<file path="src/rtl/pipe_pkg.sv">
// ============================================================================
// Module   : pipe_pkg
// Purpose  : Shared widths, control-bundle layout and bubble encoding for the
//            pipeline stage register.
// Revision : 1.0  initial release
// ============================================================================
`default_nettype none

package pipe_pkg;

    localparam int c_DEFAULT_DATA_W = 96;
    localparam int c_DEFAULT_CTRL_W = 24;

    // A bubble is an all-zero control bundle; slots replicate this bit.
    localparam logic c_BUBBLE_BIT = 1'b0;

    // Bit positions of the control bundle, LSB last.
    typedef struct packed {
        logic [15:0] rsvd;
        logic [2:0]  wb_sel;
        logic [2:0]  alu_op;
        logic        mem_wr;
        logic        reg_wr;
    } ctrl_fields_t;

endpackage

`default_nettype wire

</file>
<file path="src/rtl/pipe_slot.sv">
// ============================================================================
// Module   : pipe_slot
// Purpose  : One storage entry (valid, ctrl, payload). The clear input
//            dominates load; reset dominates both.
// Revision : 1.0  initial release
// ============================================================================
`default_nettype none

module pipe_slot
    import pipe_pkg::*;
#(
    parameter int DATA_W     = c_DEFAULT_DATA_W,
    parameter int CTRL_W     = c_DEFAULT_CTRL_W,
    parameter int CLEAR_DATA = 0
) (
    input  logic              clk,
    input  logic              reset,
    input  logic              load,
    input  logic              clear,
    input  logic [CTRL_W-1:0] d_ctrl,
    input  logic [DATA_W-1:0] d_data,
    output logic              valid,
    output logic [CTRL_W-1:0] ctrl,
    output logic [DATA_W-1:0] data
);

    logic              r_valid;
    logic [CTRL_W-1:0] r_ctrl;
    logic [DATA_W-1:0] r_data;

    always_ff @(posedge clk) begin
        if (!reset) begin
            r_valid <= 1'b0;
            r_ctrl  <= {CTRL_W{c_BUBBLE_BIT}};
            r_data  <= '0;
        end else if (clear) begin
            r_valid <= 1'b0;
            r_ctrl  <= {CTRL_W{c_BUBBLE_BIT}};
            // Payload is otherwise left stale; it is don't-care while invalid.
            if (CLEAR_DATA != 0) begin
                r_data <= '0;
            end
        end else if (load) begin
            r_valid <= 1'b1;
            r_ctrl  <= d_ctrl;
            r_data  <= d_data;
        end
    end

    assign valid = r_valid;
    assign ctrl  = r_ctrl;
    assign data  = r_data;

endmodule

`default_nettype wire

</file>
<file path="src/rtl/pipe_stage_reg.sv">
// ============================================================================
// Module   : pipe_stage_reg
// Purpose  : Valid/ready pipeline stage register with flush and stall.
//            Define PIPE_STAGE_SKID_EN for a two-entry skid buffer whose
//            in_ready is fully registered; otherwise a single entry.
// Revision : 1.0  initial release
// ============================================================================
`default_nettype none

module pipe_stage_reg
    import pipe_pkg::*;
#(
    parameter int DATA_W     = c_DEFAULT_DATA_W,
    parameter int CTRL_W     = c_DEFAULT_CTRL_W,
    parameter int CLEAR_DATA = 0
) (
    input  logic              clk,
    input  logic              reset,
    input  logic              in_valid,
    output logic              in_ready,
    input  logic [DATA_W-1:0] in_data,
    input  logic [CTRL_W-1:0] in_ctrl,
    output logic              out_valid,
    input  logic              out_ready,
    output logic [DATA_W-1:0] out_data,
    output logic [CTRL_W-1:0] out_ctrl,
    input  logic              flush,
    input  logic              stall,
    output logic [1:0]        occupancy
);

    logic              w_run;
    logic              w_take_in;
    logic              w_take_out;
    logic              w_main_valid;
    logic [CTRL_W-1:0] w_main_ctrl;
    logic [DATA_W-1:0] w_main_data;
    logic              w_main_load;
    logic              w_main_clear;

    // Reset, flush and stall all block both handshakes for the cycle.
    assign w_run      = reset && !flush && !stall;
    assign out_valid  = w_main_valid && w_run;
    assign out_ctrl   = out_valid ? w_main_ctrl : {CTRL_W{c_BUBBLE_BIT}};
    assign out_data   = w_main_data;
    assign w_take_in  = in_valid && in_ready;
    assign w_take_out = out_valid && out_ready;

`ifdef PIPE_STAGE_SKID_EN

    logic              w_skid_valid;
    logic [CTRL_W-1:0] w_skid_ctrl;
    logic [DATA_W-1:0] w_skid_data;
    logic              w_skid_load;
    logic              w_skid_clear;
    logic              w_main_from_skid;
    logic [CTRL_W-1:0] w_main_d_ctrl;
    logic [DATA_W-1:0] w_main_d_data;

    // Depends only on registered state, so out_ready never reaches in_ready.
    assign in_ready = w_run && !w_skid_valid;

    always_comb begin
        w_main_load      = 1'b0;
        w_main_clear     = 1'b0;
        w_skid_load      = 1'b0;
        w_skid_clear     = 1'b0;
        w_main_from_skid = 1'b0;
        if (flush) begin
            w_main_clear = 1'b1;
            w_skid_clear = 1'b1;
        end else if (w_take_out) begin
            if (w_skid_valid) begin
                w_main_load      = 1'b1;
                w_main_from_skid = 1'b1;
                w_skid_clear     = 1'b1;
            end else if (w_take_in) begin
                w_main_load = 1'b1;
            end else begin
                w_main_clear = 1'b1;
            end
        end else if (w_take_in) begin
            if (w_main_valid) begin
                w_skid_load = 1'b1;
            end else begin
                w_main_load = 1'b1;
            end
        end
    end

    assign w_main_d_ctrl = w_main_from_skid ? w_skid_ctrl : in_ctrl;
    assign w_main_d_data = w_main_from_skid ? w_skid_data : in_data;

    pipe_slot #(
        .DATA_W     (DATA_W),
        .CTRL_W     (CTRL_W),
        .CLEAR_DATA (CLEAR_DATA)
    ) u_main (
        .clk    (clk),
        .reset  (reset),
        .load   (w_main_load),
        .clear  (w_main_clear),
        .d_ctrl (w_main_d_ctrl),
        .d_data (w_main_d_data),
        .valid  (w_main_valid),
        .ctrl   (w_main_ctrl),
        .data   (w_main_data)
    );

    pipe_slot #(
        .DATA_W     (DATA_W),
        .CTRL_W     (CTRL_W),
        .CLEAR_DATA (CLEAR_DATA)
    ) u_skid (
        .clk    (clk),
        .reset  (reset),
        .load   (w_skid_load),
        .clear  (w_skid_clear),
        .d_ctrl (in_ctrl),
        .d_data (in_data),
        .valid  (w_skid_valid),
        .ctrl   (w_skid_ctrl),
        .data   (w_skid_data)
    );

    assign occupancy = {1'b0, w_main_valid} + {1'b0, w_skid_valid};

`else

    assign in_ready = w_run && (!w_main_valid || out_ready);

    always_comb begin
        w_main_load  = 1'b0;
        w_main_clear = 1'b0;
        if (flush) begin
            w_main_clear = 1'b1;
        end else if (w_take_in) begin
            w_main_load = 1'b1;
        end else if (w_take_out) begin
            w_main_clear = 1'b1;
        end
    end

    pipe_slot #(
        .DATA_W     (DATA_W),
        .CTRL_W     (CTRL_W),
        .CLEAR_DATA (CLEAR_DATA)
    ) u_main (
        .clk    (clk),
        .reset  (reset),
        .load   (w_main_load),
        .clear  (w_main_clear),
        .d_ctrl (in_ctrl),
        .d_data (in_data),
        .valid  (w_main_valid),
        .ctrl   (w_main_ctrl),
        .data   (w_main_data)
    );

    assign occupancy = {1'b0, w_main_valid};

`endif

endmodule

`default_nettype wire

</file>
<file path="config.mk">
export PLATFORM = sky130hd
export DESIGN_NAME = pipe_stage_reg
export DESIGN_NICKNAME = d
export VERILOG_FILES = /design/src/rtl/pipe_pkg.sv /design/src/rtl/pipe_slot.sv /design/src/rtl/pipe_stage_reg.sv
export SDC_FILE = /design/constraint.sdc
export NUM_CORES = 1
export LEC_CHECK = 0
export ABC_CLOCK_PERIOD_IN_PS = 2500
export CORE_MARGIN = 4
export CORE_UTILIZATION = 40
export DETAILED_ROUTE_END_ITERATION = 8
export GPL_TIMING_DRIVEN = 0
export PLACE_DENSITY = 0.8
export SLEW_MARGIN = 25
export SYNTH_ARGS = -nofsm -noshare
export SYNTH_HDL_FRONTEND = slang
export SYNTH_HIERARCHICAL = 1
export SYNTH_SLANG_ARGS = --single-unit
</file>
<file path="constraint.sdc">
create_clock -name clk -period 2.5 [get_ports clk]
set_input_delay 0.625 -clock clk [delete_from_list [all_inputs] [get_ports clk]]
set_output_delay 0.625 -clock clk [all_outputs]
set_load 0.03 [all_outputs]
</file>
==> results by group <==
Synth
  – Largest area contributor in the netlist: dfxtp_1
  – Cell variety after synth: 20
  – Post-Syn Area: 4950 sq um
  – Syn avg cell area: 9.24 sq um
  – Post-Syn Instances: 536
  – Synth warn: 6
  – Share of the synthesized area in the top cell type: 48.9%
  – Syn nets: 662
  – Sequential share of the synthesized area: 48.9%
  – Post-synthesis register bit count: 121
  – Largest cells by area after synthesis: dfxtp_1 (49%), mux2i_1 (24%), nand2_1 (15%)

Final layout
  – Register area: 2420 sq um
  – Antenna cells: 0
  – Nets: 932
  – Commonest non-fill, non-tap cell in the layout: clkdlybuf4s50_1
  – Final instance area: 8270 sq um
  – Fillcell total: 983
  – Share of post-route cells with drive strength above 1: 12.0%
  – Layout area overhead: 66.9%
  – Final std cells w/o fill: 987
  – Most frequent cells in the layout: clkdlybuf4s50_1 (219), nand2_1 (192), dfxtp_1 (121)
  – Area of the multi-input gates: 2260 sq um

Placed design
  – DP HPWL: 12,200 microns
  – Placed cell count: 952
  – Post-place setup slack: -621 ps
  – I/O Buffers: 248
  – Final GP Congestion: 0.822
  – Placed Area: 7640 sq um

Setup path
  – Worst path required time: 1880 ps
  – Reg2Reg Capture Point: u_main/data[81]$_SDFFE_PN0P_
  – Max Fanout on Critical Path: 7
  – Worst path bufs/invs: 3
  – Crit Path Category: in2out
  – Most used cell, CP: buf_6
  – Worst setup path start: flush
  – Critical Path Start Type: primary input
  – Max stage delay on crit path: 390 ps
  – Slowest CP cell: and4bb_4
  – CP endpoint: out_ctrl[19]
  – FF-to-FF path depth: 7
  – Crit path DAT: 1720 ps
  – Crit. path cell count: 5
  – Cells along the critical path: dlygate4sd2_1, and4bb_4, buf_6, and2_2, buf_6
  – Setup slack, reg-to-reg: 750 ps
  – Reg-to-reg critical path startpoint: u_main/valid$_SDFFE_PP0P_
  – Top cell family by delay on the critical path: simple AND/OR/NAND/NOR gates
  – CP endpoint kind: primary output

Timing
  – Slew @ Worst Pin: 507 ps
  – Slew Limit Fails: 0
  – Fmax: 427 MHz
  – Fin crit share: 93.7%
  – Final count of negative-setup-slack endpoints: 0
  – Sum Neg Setup Slack: 0 ps
  – Clock Skew: 4.34 ps
  – Slew headroom: 66.2%
  – RSZ-0062 raised after global routing: no
  – Setup ws final: 158 ps
  – Final Critical Period: 2340 ps
  – Final hold violations: 0

Run status
  – Outcome: finished clean

Die
  – Num rows: 40
  – Effective utilization at floorplan: 41.0%
  – Chip Height: 119 microns
  – Die Area: 14,200 sq um
  – Boundary pin count: 250
  – CORE AREA: 12,100 sq um
  – Die X: 119 microns

Global route
  – Vias in the first global route: 4,889
  – GRT overflow: 0
  – First-pass GRT wire length: 24,800 microns
  – Initial antenna violation count: 0
  – Largest net degree at the start of global routing: 17
  – Gr usage total: 21.7%

Routing
  – Drt total wl: 15,900 microns
  – Drt wl/cell: 16.1 microns
  – Pre-antenna DRT Iters: 7
  – Residual DRC count: 0
  – Drt first-iter violations: 153
  – Post-route antenna net violation count: 0
  – DR vias/cell: 4.74
  – Via count: 4,677

Clock network
  – CTS Buf Count: 17
  – Root buf cell: clkbuf_16
  – Clock Latency Late Sink: 400 ps
  – Clock transition at path regs: 50 ps
  – Clock Path Buffers: 2
  – Total clock sinks: 121
  – Hold-fix buffers, CTS: 0
  – H-tree levels: 4
  – CTS tree: yes

Pwr
  – Maximum VDD drop: 363 uV
  – Tot Pwr: 4960 uW
  – LEAKAGE: 0.00308 uW
  – PwrDens: 600 nW/um^2

Job
  – Max-Cap Viols: 0

Min path
  – Class of the worst hold path: reg2reg
sequential cells by signal (all words and copies together) (netlist names):
register / flops
u_main/valid: 1
u_main/ctrl: 24
u_main/data: 96
cells by family (layout without fill, tap and decap cells):
group / after synthesis / in the layout / share of synthesized area, %
compound gates: 3 / 3 / 0.455
buf+inv: 44 / 327 / 5.38
flops: 121 / 121 / 48.9
mux: 120 / 120 / 24.3
other cells: 1 / 1 / 0.0757
simple gates: 247 / 247 / 20.9
worst reg2reg max path: cells and delay by family (launching register included):
| kind | cells | cell delay (ps) |
|---|---|---|
| buffers and inverters | 4 | 670 |
| flip-flops | 1 | 360 |
| AO/OA/AOI/OAI | 1 | 260 |
| AND/OR/NAND/NOR | 1 | 150 |
| multiplexers | 1 | 220 |
worst min-delay path by stage:
stage / from / end / slack, ps / cells past startpoint
after floorplan: u_main/ctrl[0]$_SDFFE_PP0P_ / u_main/ctrl[0]$_SDFFE_PP0P_ / 450 / 2
after global placement: u_main/data[13]$_SDFFE_PN0P_ / u_main/data[13]$_SDFFE_PN0P_ / 440 / 2
after detailed placement: u_main/data[38]$_SDFFE_PN0P_ / u_main/data[38]$_SDFFE_PN0P_ / 450 / 2
after CTS: u_main/data[42]$_SDFFE_PN0P_ / u_main/data[42]$_SDFFE_PN0P_ / 460 / 2
after global routing: u_main/data[42]$_SDFFE_PN0P_ / u_main/data[42]$_SDFFE_PN0P_ / 480 / 2
final: u_main/data[92]$_SDFFE_PN0P_ / u_main/data[92]$_SDFFE_PN0P_ / 460 / 2
per-stage QoR:
step                hold WS, ps  util (%)
floorplan                   451         -
global placement            441      63.4
detailed placement          447      63.4
CTS                         459      68.0
global route                476      68.5
finish                      457      68.5
final cells by class:
cell class	instances	share of cell area (%)
Clock inverter	10	1.71
Buffer	42	3.13
Multi-Input combinational cell	371	27.4
Sequential cell	121	29.3
Tap cell	168	2.54
Clock buffer	22	5.86
Inverter	2	0.0908
Timing Repair Buffer	251	30.0
power breakdown:
part           internal (uW)  leakage, uW  switching [uW]  total [uW]
clock                   1670     0.000291             855        2530
sequential              1950     0.000976            12.4        1970
combinational            263      0.00181             203         465
total                   3890      0.00308            1070        4960
Yosys cell counts (all sizes together):
cell	number
nand2	192
clkbuf	19
buf	23
mux2i	120
dfxtp	121
nor2b	1
and4bb	1
a21oi	1
and2	24
nor2	27
nand2b	1
a41o	1
a211oi	1
conb	1
or3b	1
inv	2
metal layers:
| metal | vias up | share of wire [%] | GRT usage (%) |
|---|---|---|---|
| met5 | - | 0 | 0 |
| met2 | 182 | 51 | 38.7 |
| met4 | 0 | 3.2 | 9.92 |
| li1 | 2261 | - | - |
| met1 | 2197 | 38 | 23.0 |
| met3 | 37 | 8.2 | 7.50 |
repair_timing:
action / 4_1_cts / 5_1_grt
gates resized for setup: 157 / 16
buffers inserted: 0 / 1
pin swaps: 1 / 1
gates cloned: 0 / 2
endpoints found under the setup margin: 63 / 20
(Power assumes the default switching activity.)
